`config.mk`:
```
export PLATFORM = sky130hd
export DESIGN_NAME = cla_pg_stage
export DESIGN_NICKNAME = d
export VERILOG_FILES = /design/src/rtl/cla_pkg.sv /design/src/rtl/pg_skid_buf.sv /design/src/rtl/cla_pg_stage.sv
export SDC_FILE = /design/constraint.sdc
export NUM_CORES = 1
export LEC_CHECK = 0
export CAP_MARGIN = 40
export CORE_ASPECT_RATIO = 0.6
export CORE_MARGIN = 4
export CORE_UTILIZATION = 57
export CTS_BUF_LIST = sky130_fd_sc_hd__clkbuf_8
export CTS_CLUSTER_SIZE = 12
export DETAILED_ROUTE_END_ITERATION = 12
export PLACE_DENSITY = 0.88
export SYNTH_ARGS = -nofsm -noshare
export SYNTH_HDL_FRONTEND = slang
export SYNTH_SLANG_ARGS = --single-unit
```
`constraint.sdc`:
```
create_clock -name clk -period 5.4 [get_ports clk]
set_clock_uncertainty 0.2 [all_clocks]
set_input_delay 1.08 -clock clk [delete_from_list [all_inputs] [get_ports clk]]
set_output_delay 1.08 -clock clk [all_outputs]
set_load 0.02 [all_outputs]
```
`src/rtl/cla_pkg.sv`:
```
// Shared definitions for the carry-lookahead propagate/generate front end:
// widths, skid-buffer state encoding and the p/g beat layout.
package cla_pkg;

    localparam int CLA_WIDTH = 16;
    localparam int CLA_GROUP = 4;

    typedef enum logic [1:0] {
        EMPTY = 2'd0,
        ONE   = 2'd1,
        FULL  = 2'd2
    } buf_state_e;

    typedef struct packed {
        logic [CLA_WIDTH-1:0] p;
        logic [CLA_WIDTH-1:0] g;
        logic                 cin0;
    } pg_beat_t;

endpackage

```
`src/rtl/pg_skid_buf.sv`:
```
// Two-entry (main + skid) pipeline buffer with registered in_ready/out_valid.
// Output data always comes from main; skid only absorbs the beat in flight when downstream stalls.
module pg_skid_buf
    import cla_pkg::*;
#(
    parameter int DW = 2 * CLA_WIDTH + 1
) (
    input  logic          clk,
    input  logic          rst_n,
    input  logic          in_valid_i,
    output logic          in_ready_o,
    input  logic [DW-1:0] in_data_i,
    output logic          out_valid_o,
    input  logic          out_ready_i,
    output logic [DW-1:0] out_data_o,
    output buf_state_e    state_o
);

    // Handshake: a beat transfers on a rising edge where valid && ready; ready
    // never depends combinationally on valid or on the opposite side's ready.
    buf_state_e    state_q;
    logic [DW-1:0] main_q;
    logic [DW-1:0] skid_q;
    logic          in_ready_q;
    logic          out_valid_q;

    logic accept;
    logic consume;

    assign accept  = in_valid_i && in_ready_q;
    assign consume = out_valid_q && out_ready_i;

    always_ff @(posedge clk or negedge rst_n) begin
        if (!rst_n) begin
            state_q     <= EMPTY;
            main_q      <= '0;
            skid_q      <= '0;
            in_ready_q  <= 1'b1;
            out_valid_q <= 1'b0;
        end else begin
            case (state_q)
                EMPTY: begin
                    if (accept) begin
                        main_q      <= in_data_i;
                        state_q     <= ONE;
                        out_valid_q <= 1'b1;
                    end
                end
                ONE: begin
                    if (accept && !consume) begin
                        skid_q     <= in_data_i;
                        state_q    <= FULL;
                        in_ready_q <= 1'b0;
                    end else if (!accept && consume) begin
                        state_q     <= EMPTY;
                        out_valid_q <= 1'b0;
                    end else if (accept && consume) begin
                        main_q <= in_data_i;
                    end
                end
                FULL: begin
                    // in_ready is low here, so only a drain is possible
                    if (consume) begin
                        main_q     <= skid_q;
                        state_q    <= ONE;
                        in_ready_q <= 1'b1;
                    end
                end
                default: begin
                    state_q     <= EMPTY;
                    in_ready_q  <= 1'b1;
                    out_valid_q <= 1'b0;
                end
            endcase
        end
    end

    assign in_ready_o  = in_ready_q;
    assign out_valid_o = out_valid_q;
    assign out_data_o  = main_q;
    assign state_o     = state_q;

endmodule

```
`src/rtl/cla_pg_stage.sv`:
```
// First stage of a carry-lookahead adder/subtractor: forms per-bit propagate and
// generate plus the group-0 carry-in, then registers them through a skid buffer.
module cla_pg_stage
    import cla_pkg::*;
#(
    parameter int WIDTH = CLA_WIDTH  // multiple of CLA_GROUP for the downstream 4-bit groups
) (
    input  logic             clk,
    input  logic             rst_n,
    input  logic             in_valid,
    output logic             in_ready,
    input  logic [WIDTH-1:0] a,
    input  logic [WIDTH-1:0] b,
    input  logic             cin,
    input  logic             sub,
    output logic             out_valid,
    input  logic             out_ready,
    output logic [WIDTH-1:0] p,
    output logic [WIDTH-1:0] g,
    output logic             cin0,
    output buf_state_e       dbg_state_o
);

    localparam int DW = 2 * WIDTH + 1;

    logic [WIDTH-1:0] b_eff;
    logic             cin_eff;
    logic [DW-1:0]    beat_in;
    logic [DW-1:0]    beat_out;

    // Subtraction is A + ~B + 1, so the inversion and forced carry happen before p/g.
    assign b_eff   = sub ? ~b : b;
    assign cin_eff = sub ? 1'b1 : cin;
    assign beat_in = {a ^ b_eff, a & b_eff, cin_eff};

    pg_skid_buf #(
        .DW(DW)
    ) u_buf (
        .clk        (clk),
        .rst_n      (rst_n),
        .in_valid_i (in_valid),
        .in_ready_o (in_ready),
        .in_data_i  (beat_in),
        .out_valid_o(out_valid),
        .out_ready_i(out_ready),
        .out_data_o (beat_out),
        .state_o    (dbg_state_o)
    );

    assign p    = beat_out[DW-1 -: WIDTH];
    assign g    = beat_out[WIDTH -: WIDTH];
    assign cin0 = beat_out[0];

endmodule

```
==> flow_metrics.py, run 1 <==
metrics = {
    "synthesis": {
        "syn_inst": 233,
        "ys_seq_elements": 70,
        "syn_nets": 287,
        "ys_seq_area_share_pct": 49.5,
        "syn_area_per_cell_um2": 15.2,
        "synth_cell_type_count": 22,
        "yosysWarnings": 0,
        "syn_area_um2": 3540,
    },
    "routing": {
        "vias_per_cell": 5.32,
        "drc": 0,
        "avgRoutedWirePerCell_um": 17.5,
        "drt_first_iter_violations": 82,
        "postRouteAntennaNets": 0,
        "wirelength_um": 6910,
        "num_vias": 2101,
        "firstDrtPassIters": 4,
    },
    "global_routing": {
        "antenna_found_initial": 0,
        "overflow": 0,
        "grt_pass1_vias": 2269,
        "grt_first_pass_wirelength_um": 11200,
        "groute.usage.overall_pct": 19.4,
        "grt_max_degree": 38,
    },
    "power": {
        "ir_drop_v": 0.000177,
        "power_density_nw_per_um2": 240,
        "power_mw": 1.09,
        "p_leak_nw": 2.16,
    },
    "clock_network": {
        "clk_pin_slew_ns": 0.07,
        "cts_inserted_buffers": 9,
        "cts_tree": "built",
        "cts_hold_buf": 0,
        "cts-root-buf": "clkbuf_8",
        "clockBufferDepth": 2,
        "cts_resized": 0,
        "clock_latency_ns": 0.34,
        "h-tree-depth": 3,
        "post-cts-setup-buffers": 0,
        "clock_sinks": 70,
    },
    "floorplan": {
        "die_width_um": 110,
        "initial_core_util_pct": 61.3,
        "die_area_um2": 7580,
        "die_h_um": 69.1,
        "placementRows": 21,
        "core-area_um2": 5780,
        "io_pins": 75,
    },
    "sta": {
        "hold_viol": 0,
        "setup_viol": 0,
        "setup_tns_ns": 0,
        "finalCritPeriodShare_pct": 60.5,
        "max_clock_freq_mhz": 306,
        "rsz0062_at_grt": "no",
        "maxSlewViolCount": 0,
        "max-slew-margin-rel_pct": 47.5,
        "worstMarginPinSlew_ns": 0.787,
        "period_minus_slack_ns": 3.27,
    },
    "worst_setup_path": {
        "worstSetupPathType": "primary input to flip-flop",
        "critPathArrivalTime_ns": 3.29,
        "critPathLaunchType": "primary input",
        "critPathCaptureType": "flip-flop",
        "required_ns": 5.42,
        "crit_fanout": 22,
    },
    "layout": {
        "syn_to_final_growth_pct": 27.8,
        "antenna_cells": 0,
        "nets": 364,
        "drive_gt1_share_pct": 40.0,
    },
    "job": {
        "maxCapViolations": 0,
    },
    "placement": {
        "port-buffer-count": 74,
        "dpl.hpwl_um": 4870,
        "place.gp.congestion": 0.728,
    },
    "hold_path": {
        "hp-class": "flip-flop to flip-flop",
    },
    "run_status": {
        "status": "finished, final reports clean",
    },
}
-- worst max-delay path, cell delays in order --
cell             delay [ns]
clkdlybuf4s50_1        0.58
a21boi_4               0.12
o32ai_4                0.65
buf_4                  0.46
mux2_2                 0.38
-- flip-flops by register name, indices dropped and copies added, names as in the netlist --
signal / flops
u_buf.out_data_o: 33
u_buf.skid_q: 33
u_buf.out_valid_o: 1
u_buf.state_o: 2
u_buf.in_ready_o: 1
-- placed cells by master, fill, tap and decap left out, drive strengths merged --
cell type      Yosys  final
mux2              99     99
nand4              1      1
a21o               1      1
a21oi              1      1
dfrtp             69     69
dfstp              1      1
ha                16     16
clkinv             0      2
nand2b             1      1
or2                1      1
nand2              4      4
inv                2      4
xor2              17     17
o22a               1      1
bufinv             0      2
clkbuf             0     10
nor2b              1      1
a31oi              1      1
o32ai              1      1
buf               12      5
o22ai              2      2
clkdlybuf4s50      0     73
and2b              1      1
a21boi             1      1
-- synth_stat cells, drive strengths merged --
master  instances  area share (%)
or2             1            0.18
xor2           17             4.2
o22a            1            0.25
dfstp           1            0.74
dfrtp          69              49
a21oi           1            0.14
o32ai           1            0.78
mux2           99              33
a21boi          1            0.53
nand4           1            0.60
inv             2            0.21
and2b           1            0.25
nand2b          1            0.18
a21o            1            0.25
buf            12             3.5
o22ai           2            0.35
a31oi           1            0.18
ha             16             5.6
nor2b           1            0.18
nand2           4            0.42
-- per-layer routing --
layer	share of wire (%)	up-vias	routed length, µm	global-route usage, %
li1	-	997	-	-
met1	47	1042	3240	26.7
met2	46	57	3140	28.7
met3	6.7	5	466	7.74
met4	0.74	0	51	4.98
met5	0	-	0	0
-- path summary, 6_finish.rpt --
kind | start | endpoint | slack, ns | cells past startpoint
max reg2reg | u_buf.in_ready_o | u_buf.out_data_o[19] | 2.88 | 4
min in group asynchronous | rst_n | u_buf.out_data_o[7] | 0.62 | 1
max in group asynchronous | rst_n | u_buf.out_data_o[11] | 3.46 | 2
max | out_ready | u_buf.out_data_o[19] | 2.13 | 5
min | u_buf.skid_q[13] | u_buf.skid_q[13] | 0.30 | 1
min reg2reg | u_buf.skid_q[13] | u_buf.skid_q[13] | 0.30 | 1
-- stage by stage --
step | util [%] | cells | hold WS (ns) | instance area, µm² | setup slack (ns)
3_5_place_dp | 74.6 | 379 | 0.288 | 4310 | 1.77
3_3_place_gp | 74.0 | 377 | 0.281 | 4280 | 1.77
2_1_floorplan | - | 233 | 0.274 | 3540 | 2.64
5_1_grt | 78.4 | 395 | 0.312 | 4530 | 2.04
6_report | 78.4 | 395 | 0.303 | 4530 | 2.13
4_1_cts | 78.4 | 395 | 0.305 | 4530 | 2.15
-- logic make-up (layout without fill, tap and decap cells) --
family	after synthesis	in the layout	share of synthesized area (%)
multiplexers	99	99	32.7
flip-flops	70	70	49.5
XOR/XNOR	17	17	4.20
adder cells (fa/ha/maj)	16	16	5.65
buffers and inverters	14	96	3.67
AND/OR/NAND/NOR	9	9	1.80
AO/OA/AOI/OAI	8	8	2.47
-- report_power, final --
part           internal [mW]  switching (mW)  total, mW
combinational         0.0617          0.0455      0.107
sequential             0.524               0      0.524
clock                  0.268           0.186      0.454
total                  0.854           0.232       1.09
-- area by class of cell --
| cell class | instances | area, µm² |
|---|---|---|
| Fill cell | 359 | 1250 |
| Clock buffer | 10 | 138 |
| Multi-Input combinational cell | 149 | 1670 |
| Timing Repair Buffer | 78 | 786 |
| Clock inverter | 6 | 77.6 |
| Sequential cell | 70 | 1750 |
| Inverter | 2 | 7.51 |
| Tap cell | 80 | 100 |
(Power assumes the default switching activity.)
==> run 2: changes to the inputs <==
--- a/config.mk
+++ b/config.mk
@@ -8,11 +8,11 @@
 export CAP_MARGIN = 40
 export CORE_ASPECT_RATIO = 0.6
 export CORE_MARGIN = 4
-export CORE_UTILIZATION = 57
+export CORE_UTILIZATION = 53
 export CTS_BUF_LIST = sky130_fd_sc_hd__clkbuf_8
 export CTS_CLUSTER_SIZE = 12
 export DETAILED_ROUTE_END_ITERATION = 12
-export PLACE_DENSITY = 0.88
+export PLACE_DENSITY = 0.83
 export SYNTH_ARGS = -nofsm -noshare
 export SYNTH_HDL_FRONTEND = slang
 export SYNTH_SLANG_ARGS = --single-unit
==> constraint.sdc (replaced) <==
create_clock -name clk -period 3.15 [get_ports clk]
set_clock_uncertainty 0.2 [all_clocks]
set_input_delay 0.63 -clock clk [delete_from_list [all_inputs] [get_ports clk]]
set_output_delay 0.63 -clock clk [all_outputs]
set_load 0.02 [all_outputs]
==> flow_metrics.py, run 2 (synthesized netlist as in run 1, its figures left out) <==
metrics = {
    "sta": {
        "worstMarginPinSlew_ns": 0.578,
        "setup_viol": 0,
        "max_clock_freq_mhz": 417,
        "hold_viol": 0,
        "period_minus_slack_ns": 2.40,
        "max-slew-margin-rel_pct": 61.5,
        "setup_tns_ns": 0,
        "maxSlewViolCount": 0,
        "rsz0062_at_grt": "no",
        "finalCritPeriodShare_pct": 76.2,
    },
    "floorplan": {
        "die_area_um2": 8100,
        "io_pins": 75,
        "die_width_um": 114,
        "placementRows": 22,
        "core-area_um2": 6300,
        "die_h_um": 71.3,
        "initial_core_util_pct": 56.2,
    },
    "worst_setup_path": {
        "path_delay_family": "buffers and inverters",
        "worstSetupPathType": "flip-flop to output port",
        "critPathCaptureType": "output port",
        "cpPeakStageDelay_ns": 0.70,
        "required_ns": 2.32,
        "crit_chain": "clkdlybuf4s50_1",
        "critPathLaunchType": "flip-flop",
        "crit_buf_inv": 1,
        "critPathArrivalTime_ns": 1.57,
        "slowest_stage": "clkdlybuf4s50_1",
        "crit_fanout": 8,
    },
    "clock_network": {
        "clk_pin_slew_ns": 0.08,
        "cts_hold_buf": 0,
        "cts_inserted_buffers": 9,
        "cts_tree": "built",
        "clockBufferDepth": 2,
        "cts_resized": 0,
        "post-cts-setup-buffers": 0,
        "clock_latency_ns": 0.34,
        "h-tree-depth": 3,
        "cts-root-buf": "clkbuf_8",
        "clock_sinks": 70,
    },
    "global_routing": {
        "grt_pass1_vias": 2231,
        "overflow": 0,
        "grt_first_pass_wirelength_um": 11400,
        "grt_max_degree": 34,
        "antenna_found_initial": 0,
        "groute.usage.overall_pct": 18.0,
    },
    "placement": {
        "place.gp.congestion": 0.709,
        "port-buffer-count": 74,
        "placed_cell_area_um2": 4330,
        "dpl.hpwl_um": 4820,
    },
    "routing": {
        "num_vias": 2130,
        "postRouteAntennaNets": 0,
        "drc": 0,
        "drt_first_iter_violations": 97,
        "vias_per_cell": 5.30,
        "wirelength_um": 6880,
        "firstDrtPassIters": 4,
        "avgRoutedWirePerCell_um": 17.1,
    },
    "layout": {
        "fin_area_um2": 4530,
        "antenna_cells": 0,
        "syn_to_final_growth_pct": 27.9,
        "final_cell_mix": "mux2_2, clkdlybuf4s50_1, dfrtp_1, xor2_1, ha_1",
        "drive_gt1_share_pct": 41.2,
        "nets": 367,
        "final_common_cell": "mux2_2",
    },
    "run_status": {
        "status": "finished, final reports clean",
    },
    "power": {
        "power_density_nw_per_um2": 398,
        "ir_drop_v": 0.000242,
        "p_leak_nw": 2.15,
    },
    "hold_path": {
        "hp-class": "primary input to asynchronous set/reset pin",
    },
    "job": {
        "maxCapViolations": 0,
    },
}
run 2: cell count changes in the layout (fill, tap and decap cells not counted), sizes merged:
cell      before  now
clkinv         2    4
bufinv         2    1
clkinvlp       0    1
buf            5    8
inv            4    2
run 2: final cells by class:
type	instances	area (µm²)
Inverter	2	7.51
Fill cell	443	1770
Clock buffer	10	138
Tap cell	84	105
Timing Repair Buffer	81	801
Sequential cell	70	1750
Multi-Input combinational cell	149	1670
Clock inverter	6	61.3
run 2: final timing paths:
check	start	endpoint	slack, ns	depth (start not counted)
hold reg to reg	u_buf.skid_q[29]	u_buf.skid_q[29]	0.30	1
max in group asynchronous	rst_n	u_buf.skid_q[11]	1.93	2
min in group clk	u_buf.skid_q[29]	u_buf.skid_q[29]	0.30	1
hold / removal	rst_n	u_buf.skid_q[7]	0.08	1
setup reg to reg	u_buf.state_o[1]	u_buf.out_data_o[22]	1.03	4
setup / recovery	u_buf.state_o[1]	dbg_state_o[1]	0.75	1
run 2: per-layer routing:
metal | vias up | global-route usage [%] | wire, µm
met5 | - | 0 | 0
met1 | 1080 | 24.7 | 3300
met3 | 6 | 6.16 | 374
met2 | 50 | 27.7 | 3150
li1 | 994 | - | -
met4 | 0 | 4.80 | 52
run 2: metrics by stage:
stage	hold WS [ns]	cells	total power, mW	util [%]	setup slack (ns)
global route	0.116	402	1.89	71.9	0.698
detailed placement	0.290	386	1.10	68.8	0.416
finish	0.0773	402	1.80	71.9	0.750
floorplan	0.134	233	1.01	-	0.843
global placement	0.280	386	1.09	68.8	0.446
CTS	0.0952	402	1.83	71.9	0.725
run 2: power by group:
group	internal, mW	switching [mW]	leakage [nW]
clock network	0.384	0.339	0.102
registers	0.898	0	0.970
logic	0.106	0.0776	1.08
total	1.39	0.416	2.15
==> run 3: changes to the inputs <==
==> constraint.sdc (replaced) <==
create_clock -name clk -period 2.47 [get_ports clk]
set_clock_uncertainty 0.2 [all_clocks]
set_input_delay 0.494 -clock clk [delete_from_list [all_inputs] [get_ports clk]]
set_output_delay 0.494 -clock clk [all_outputs]
set_load 0.02 [all_outputs]
==> flow_metrics.py, run 3 (synthesized netlist as in run 1, its figures left out) <==
metrics = {
    "run_status": {
        "status": "finished, final reports clean",
    },
    "routing": {
        "avgRoutedWirePerCell_um": 16.6,
        "vias_per_cell": 5.10,
        "postRouteAntennaNets": 0,
        "drc": 0,
        "drt_first_iter_violations": 66,
        "num_vias": 2066,
        "firstDrtPassIters": 3,
        "wirelength_um": 6720,
    },
    "layout": {
        "seq_area_um2": 1750,
        "final_cell_mix": "mux2_2, clkdlybuf4s50_1, dfrtp_1, xor2_1, ha_1",
        "final_common_cell": "mux2_2",
        "syn_to_final_growth_pct": 30.2,
        "drive_gt1_share_pct": 40.8,
        "nets": 370,
        "fill_cells": 441,
        "antenna_cells": 0,
        "multi_input_area_um2": 1670,
    },
    "worst_setup_path": {
        "crit_start": "u_buf.in_ready_o",
        "critPathArrivalTime_ns": 1.53,
        "critPathCaptureType": "output port",
        "crit_end": "in_ready",
        "r2r-start": "u_buf.state_o[1]",
        "r2r_setup_slack_ns": 0.50,
        "r2r.worst_path.cells": 4,
        "path_depth": 1,
        "crit_fanout": 4,
        "critPathLaunchType": "flip-flop",
        "crit_buf_inv": 1,
        "slowest_stage": "clkdlybuf4s50_1",
        "path_delay_family": "buffers and inverters",
        "cpPeakStageDelay_ns": 0.61,
        "required_ns": 1.78,
        "worstSetupPathType": "flip-flop to output port",
        "regToRegEndpoint": "u_buf.out_data_o[22]",
        "crit_chain": "clkdlybuf4s50_1",
    },
    "job": {
        "maxCapViolations": 0,
    },
    "clock_network": {
        "cts_tree": "built",
        "cts_hold_buf": 1,
        "cts_resized": 0,
        "clock_sinks": 70,
        "clockBufferDepth": 2,
        "h-tree-depth": 3,
        "clock_latency_ns": 0.34,
        "post-cts-setup-buffers": 0,
        "cts_inserted_buffers": 9,
        "clk_pin_slew_ns": 0.07,
        "cts-root-buf": "clkbuf_8",
    },
    "sta": {
        "max-slew-margin-rel_pct": 75.2,
        "hold_viol": 0,
        "max_clock_freq_mhz": 450,
        "finalCritPeriodShare_pct": 90.0,
        "setup_tns_ns": 0,
        "maxSlewViolCount": 0,
        "setup_viol": 0,
        "worstMarginPinSlew_ns": 0.371,
        "rsz0062_at_grt": "no",
        "period_minus_slack_ns": 2.22,
    },
    "floorplan": {
        "io_pins": 75,
        "die_area_um2": 8100,
        "placementRows": 22,
        "die_width_um": 114,
        "initial_core_util_pct": 56.2,
        "die_h_um": 71.3,
        "core-area_um2": 6300,
    },
    "placement": {
        "place.gp.congestion": 0.691,
        "dpl.hpwl_um": 4660,
        "port-buffer-count": 74,
    },
    "global_routing": {
        "overflow": 0,
        "groute.usage.overall_pct": 17.4,
        "grt_pass1_vias": 2188,
        "grt_first_pass_wirelength_um": 11000,
        "grt_max_degree": 71,
        "antenna_found_initial": 0,
    },
    "power": {
        "power_mw": 2.37,
        "intPower_mw": 1.87,
        "power_density_nw_per_um2": 514,
        "p_leak_nw": 2.20,
        "switching_share_pct": 21.1,
        "power_frac_comb_pct": 10.1,
        "ir_drop_v": 0.000454,
        "power_switching_mw": 0.500,
        "p_seq_share_pct": 48.3,
        "p_clk_share_pct": 41.6,
    },
    "hold_path": {
        "hp-class": "flip-flop to flip-flop",
    },
}
-- run 3: changes by cell type in the layout (fill, tap and decap cells not counted), sizes merged --
cell         previous run  this run
clkinv                  4         2
inv                     2         4
dlygate4sd3             0         1
clkinvlp                1         0
buf                     8        10
bufinv                  1         2
-- run 3: worst min-delay path by stage --
stage,from,endpoint,depth (start not counted)
2_1_floorplan,rst_n,u_buf.out_data_o[0],0
3_3_place_gp,u_buf.skid_q[17],u_buf.skid_q[17],1
3_5_place_dp,u_buf.skid_q[22],u_buf.skid_q[22],1
4_1_cts,u_buf.skid_q[22],u_buf.skid_q[22],1
5_1_grt,u_buf.skid_q[9],u_buf.skid_q[9],1
6_report,u_buf.skid_q[20],u_buf.skid_q[20],1
-- run 3: cell type report --
type / count / share of cell area [%]
Timing Repair Buffer: 84 / 18.7
Sequential cell: 70 / 38.0
Clock buffer: 10 / 2.98
Clock inverter: 6 / 1.68
Multi-Input combinational cell: 149 / 36.2
Inverter: 2 / 0.163
Tap cell: 84 / 2.28
-- run 3: per-layer routing --
metal  GRT usage [%]  vias to the layer above  routed length, µm
met3            7.34                        5                435
met4            3.07                        0                 35
met1            23.4                     1003               3170
met5               0                        -                  0
li1                -                     1006                  -
met2            26.9                       52               3080
-- run 3: stage by stage --
step	hold WS (ns)	cell area [µm²]	setup WS (ns)	instances	utilization, %
global placement	0.280	4390	0.0117	388	69.6
finish	0.303	4610	0.246	405	73.2
detailed placement	0.287	4390	-0.0169	388	69.6
CTS	0.304	4610	0.220	405	73.2
global route	0.317	4610	0.174	405	73.2
floorplan	-0.00159	3540	0.299	233	-
-- run 3: power by group through the flow --
stage / Clock, mW / Sequential, mW / Combinational (mW)
finish: 0.986 / 1.15 / 0.239
CTS: 1.02 / 1.15 / 0.245
detailed placement: 0 / 1.17 / 0.241
global route: 1.06 / 1.14 / 0.272
floorplan: 0 / 1.17 / 0.117
global placement: 0 / 1.17 / 0.232
